===== config.mk =====
export PLATFORM = sky130hd
export DESIGN_NAME = dmem_port_arbiter
export DESIGN_NICKNAME = d
export VERILOG_FILES = /design/src/rtl/dmem_arb_pkg.sv /design/src/rtl/dmem_port_arbiter_starve.sv /design/src/rtl/dmem_port_arbiter.sv
export SDC_FILE = /design/constraint.sdc
export NUM_CORES = 1
export LEC_CHECK = 0
export ABC_AREA = 1
export CORE_MARGIN = 5
export CORE_UTILIZATION = 45
export DETAILED_ROUTE_END_ITERATION = 10
export GPL_ROUTABILITY_DRIVEN = 0
export HOLD_SLACK_MARGIN = 0.08
export PLACE_DENSITY = 0.84
export SKIP_CTS_REPAIR_TIMING = 1
export SYNTH_ARGS = -nofsm -noshare
export SYNTH_HDL_FRONTEND = slang
export SYNTH_SLANG_ARGS = --single-unit

===== constraint.sdc =====
create_clock -name clock -period 2.1 [get_ports clock]
set_input_delay 0.42 -clock clock [delete_from_list [all_inputs] [get_ports clock]]
set_output_delay 0.42 -clock clock [all_outputs]
set_load 0.03 [all_outputs]

===== src/rtl/dmem_arb_pkg.sv =====
// Shared types for the data-memory port arbiter: FSM states, owner tags,
// latched request layout and counter width.
package dmem_arb_pkg;

  localparam int LAT_CNT_W  = 4;
  localparam int REQ_ADDR_W = 32;
  localparam int REQ_DATA_W = 32;

  typedef enum logic [1:0] {IDLE, ACCESS, DONE} state_t;

  typedef enum logic {OWN_CORE, OWN_DBG} owner_t;

  // Fields sized for the widest supported bus; narrower buses use the low bits.
  typedef struct packed {
    logic                  we;
    logic [REQ_ADDR_W-1:0] addr;
    logic [REQ_DATA_W-1:0] wdata;
  } req_t;

endpackage


===== src/rtl/dmem_port_arbiter_starve.sv =====
// Saturating count of core grants made while a debug request is waiting.
module arb_starve_counter
  import dmem_arb_pkg::*;
#(
  parameter int STARVE_MAX = 4
) (
  input  logic clock,
  input  logic reset,
  input  logic clear,
  input  logic inc,
  output logic at_max
);

  logic [LAT_CNT_W-1:0] count;

  assign at_max = (count == LAT_CNT_W'(STARVE_MAX));

  always_ff @(posedge clock) begin
    if (!reset) begin
      count <= '0;
    end else if (clear) begin
      count <= '0;
    end else if (inc && !at_max) begin
      count <= count + LAT_CNT_W'(1);
    end
  end

endmodule


===== src/rtl/dmem_port_arbiter.sv =====
// Sequences multi-cycle data-memory accesses for the MEM stage and the
// debug/loader port, stalling the pipeline while a core access is outstanding.
module dmem_port_arbiter
  import dmem_arb_pkg::*;
#(
  parameter int ADDR_W     = 32,
  parameter int DATA_W     = 32,
  parameter int MEM_LAT    = 2,
  parameter int STARVE_MAX = 4
) (
  input  logic              clock,
  input  logic              reset,
  input  logic              core_req,
  input  logic              core_we,
  input  logic [ADDR_W-1:0] core_addr,
  input  logic [DATA_W-1:0] core_wdata,
  output logic [DATA_W-1:0] core_rdata,
  output logic              core_stall,
  input  logic              dbg_req,
  input  logic              dbg_we,
  input  logic [ADDR_W-1:0] dbg_addr,
  input  logic [DATA_W-1:0] dbg_wdata,
  output logic              dbg_ack,
  output logic [DATA_W-1:0] dbg_rdata,
  output logic              mem_en,
  output logic              mem_we,
  output logic [ADDR_W-1:0] mem_addr,
  output logic [DATA_W-1:0] mem_wdata,
  input  logic [DATA_W-1:0] mem_rdata
);

  state_t               state, state_nx;
  owner_t               owner, owner_nx;
  req_t                 req_q, req_nx;
  logic [LAT_CNT_W-1:0] lat_cnt, lat_cnt_nx;
  logic                 grant_core, grant_dbg, starve_at_max, last_beat;

  arb_starve_counter #(.STARVE_MAX(STARVE_MAX)) u_starve (
    .clock  (clock),
    .reset  (reset),
    .clear  (grant_dbg || !dbg_req),
    .inc    (grant_core && dbg_req),
    .at_max (starve_at_max)
  );

  assign last_beat  = (state == ACCESS) && (lat_cnt == '0);
  assign mem_en     = (state == ACCESS);
  // The write strobe is held back to the final beat so an aborted access never commits.
  assign mem_we     = last_beat && req_q.we;
  assign mem_addr   = req_q.addr[ADDR_W-1:0];
  assign mem_wdata  = req_q.wdata[DATA_W-1:0];
  assign dbg_ack    = (state == DONE) && (owner == OWN_DBG);
  assign core_stall = reset && core_req && !((state == DONE) && (owner == OWN_CORE));

  always_comb begin
    state_nx   = state;
    owner_nx   = owner;
    req_nx     = req_q;
    lat_cnt_nx = lat_cnt;
    grant_core = 1'b0;
    grant_dbg  = 1'b0;
    case (state)
      IDLE: begin
        if (dbg_req && (starve_at_max || !core_req)) grant_dbg = 1'b1;
        else if (core_req)                            grant_core = 1'b1;
        if (grant_core || grant_dbg) begin
          state_nx   = ACCESS;
          lat_cnt_nx = LAT_CNT_W'(MEM_LAT - 1);
          owner_nx   = grant_dbg ? OWN_DBG : OWN_CORE;
          req_nx.we    = grant_dbg ? dbg_we : core_we;
          req_nx.addr  = grant_dbg ? REQ_ADDR_W'(dbg_addr)  : REQ_ADDR_W'(core_addr);
          req_nx.wdata = grant_dbg ? REQ_DATA_W'(dbg_wdata) : REQ_DATA_W'(core_wdata);
        end
      end
      ACCESS: begin
        if (last_beat) state_nx = DONE;
        else           lat_cnt_nx = lat_cnt - LAT_CNT_W'(1);
      end
      DONE:    state_nx = IDLE;
      default: state_nx = IDLE;
    endcase
  end

  always_ff @(posedge clock) begin
    if (!reset) begin
      state      <= IDLE;
      owner      <= OWN_CORE;
      req_q      <= '0;
      lat_cnt    <= '0;
      core_rdata <= '0;
      dbg_rdata  <= '0;
    end else begin
      state   <= state_nx;
      owner   <= owner_nx;
      req_q   <= req_nx;
      lat_cnt <= lat_cnt_nx;
      if (last_beat) begin
        if (owner == OWN_CORE) core_rdata <= mem_rdata;
        else                   dbg_rdata  <= mem_rdata;
      end
    end
  end

endmodule


==> run_results.csv <==
group,metric,value,unit
timing,final.setup.worst_slack,0.1167,ns
critical_path,crit_arrival,1.56,ns
pwr,power.density,919.9,mW/mm2
critical_path,max_stage_delay,0.39,ns
cts,cts.sinks,140,
global_route,grt_pass1_wl,30260,um
yosys,yosysWarningCount,0,
die,fp.dieW,130.3,um
die,die_h,130.3,um
drt,post_drt_wl_per_cell,14.85,um
final_layout,n_antenna_cell,0,
drt,vias,6550,
timing,hold_viol_final,0,
yosys,synth_nets,1099,
drt,antenna_left,0,
critical_path,crit_path_cell_trace,"inv_2 > nor2_4 > buf_12 > buf_4",
placement,portBuffers,297,
final_layout,layout.area.seq,0.002803,mm2
cts,cts_root_buf,"clkbuf_16",
yosys,synth_xor_area_share,0.2688,%
drt,routed_wl,19870,um
critical_path,crit_fanout,68,
yosys,synth_mux_area_share,0,%
critical_path,cp.required,1.68,ns
yosys,synth_compound_area_share,10.73,%
timing,min_period,1.983,ns
drt,first_pass_iters,5,
cts,path_clk_slew,0.06,ns
timing,tightest_slew,0.4330,ns
yosys,synth_top_area_share,43.00,%
placement,placed_cells,1306,
die,ios,298,
cts,clockBufferDepth,2,
drt,drc,0,
placement,post_dp_cell_area,0.009181,mm2
yosys,yosys.area_share.simple,28.30,%
timing,setup_viol,0,
global_route,grt_pass1_vias,5984,
timing,slew_headroom,71.13,%
yosys,synth_seq_area_share,43.00,%
final_layout,multiInputGateArea,0.002611,mm2
critical_path,startpoint_type,"register",
critical_path,endpoint_kind,"output port",
yosys,ys_seq_elements,140,
global_route,grt_max_degree,70,
die,fp-row-count,44,
critical_path,critPathKind,"register to output port",
final_layout,syn_to_final_growth,50.72,%
flow_run,max_cap_violations,0,
final_layout,drive_gt1_share,5.806,%
global_route,grt_usage,22.64,%
final_layout,instances_no_fill,1338,
yosys,synth-main-ff-cell,"dfxtp_1",
timing,slew_violations,0,
timing,clock_skew,0.006929,ns
worst_hold_path,hp-class,"register to register",
timing,fin_crit_sh,94.44,%
placement,dp_slack,0.2073,ns
yosys,synth_top_family_by_area,"simple AND/OR/NAND/NOR gates",
yosys,postSynthAreaPerCell,7.008,um2
critical_path,crit_path_top_delay_cell,"dfxtp_1",
yosys,synthMostInstantiatedCell,"nand2_1",
placement,hpwl,14570,um
timing,rsz0062_at_grt,"false",
pwr,leakage,3.977,nW
pwr,ir_drop,548.5,uV
yosys,synth.area.top_cells,"dfxtp_1 (43%), nand2_1 (16%), buf_4 (9.2%), nand4_1 (6.2%), a21oi_1 (5.5%)",
die,die-area,0.01699,mm2
die,start_util,45.36,%
yosys,syn_area,0.006518,mm2
yosys,synthTopCellsByCount,"nand2_1 (280), dfxtp_1 (140), buf_4 (80), nor2_1 (79), inv_1 (75)",
final_layout,final_area,0.009823,mm2
final_layout,nets,1311,
yosys,synthCells,930,
drt,vias_per_cell,4.895,
timing,fmax,0.5042,GHz
global_route,grt-ovfl-total,0,
cts,clkLatencyLatePin,0.41,ns
cts,htree_num_levels,4,
cts,cts_buffers,17,
yosys,synthAdderAreaFrac,0.5759,%
yosys,yosys.area.top_type,"dfxtp_1",
die,coreArea,0.01437,mm2
run_status,run_status,"finished clean",
cts,cts_tree,"done",
drt,drt-initial-drc-count,459,
global_route,grt_antenna_before_repair,0,
yosys,async_flop_share,0,%
yosys,yosysUniqueCellTypes,23,
yosys,synth_edf_count,0,
timing,timing.setup.tns,0,ns
final_layout,fill_cells,1172,
[layer usage]
layer / part of all wire [%] / wire [um] / global-route usage, %
met3: 10 / 2021 / 8.391
met1: 38 / 7590 / 26.06
met2: 50 / 9877 / 38.84
met5: 0 / 0 / 0
met4: 1.9 / 382 / 7.743
[worst paths after layout]
kind / depth (start not counted) / slack (ns) / to / startpoint
setup / recovery: 4 / 0.12 / mem_en / state[0]
hold / removal: 2 / 0.45 / mem_addr[18] / mem_addr[18]
setup reg to reg: 8 / 0.34 / core_rdata[2] / lat_cnt[0]
hold reg to reg: 2 / 0.45 / mem_addr[18] / mem_addr[18]
[logic make-up (layout without fill, tap and decap cells)]
family / count (synthesis) / after routing
simple gates: 439 / 439
buf+inv: 207 / 431
flops: 140 / 140
compound gates: 139 / 139
fa+ha+maj: 3 / 3
xor+xnor: 2 / 2
[registers in the layout, summed over array words and instances, names as in the netlist]
| name | flops |
|---|---|
| mem_addr | 32 |
| core_rdata | 32 |
| dbg_rdata | 32 |
| u_starve.count | 4 |
| lat_cnt | 4 |
| req_q | 1 |
| mem_wdata | 32 |
| state | 2 |
| owner | 1 |
[critical path: cells and delay by family, from the launching register on]
kind | cells | cell delay, ns
DFF | 1 | 0.39
and+or+nand+nor | 1 | 0.15
buffers and inverters | 3 | 0.59
[where the power goes]
group	switching, mW	internal (mW)	total, mW	leakage, nW
clock	1.14	2.08	3.21	0.297
sequential	0.160	2.96	3.12	1.15
combinational	1.60	1.11	2.70	2.53
total	2.89	6.14	9.04	3.98
[cell type report]
class	count	area share, %
Clock buffer	21	4.789
Clock inverter	10	1.669
Inverter	81	3.095
Timing Repair Buffer	319	32.99
Multi-Input combinational cell	583	26.58
Sequential cell	140	28.53
Tap cell	184	2.344
[stage by stage]
stage | power [mW] | util, % | hold slack [ns]
finish | 9.037 | 68.36 | 0.4502
global route | 9.427 | 68.36 | 0.4658
CTS | 9.067 | 68.31 | 0.4533
detailed placement | 5.850 | 63.90 | 0.4444
global placement | 5.806 | 63.90 | 0.4389
floorplan | 4.953 | - | 0.4283
[cell usage in the layout, fill, tap and decap left out, drive strengths merged]
| cell | count |
|---|---|
| clkinv | 3 |
| dfxtp | 140 |
| clkbuf | 21 |
| xor2 | 2 |
| o21ai | 66 |
| clkinvlp | 4 |
| ha | 3 |
| o311ai | 1 |
| bufinv | 4 |
| nand2 | 281 |
| nor2 | 82 |
| clkdlybuf4s50 | 293 |
| buf | 26 |
| nor3 | 2 |
| nand3 | 9 |
| nand4 | 65 |
| a21oi | 72 |
| inv | 80 |
Note: power is estimated with default switching activity, not from simulation.
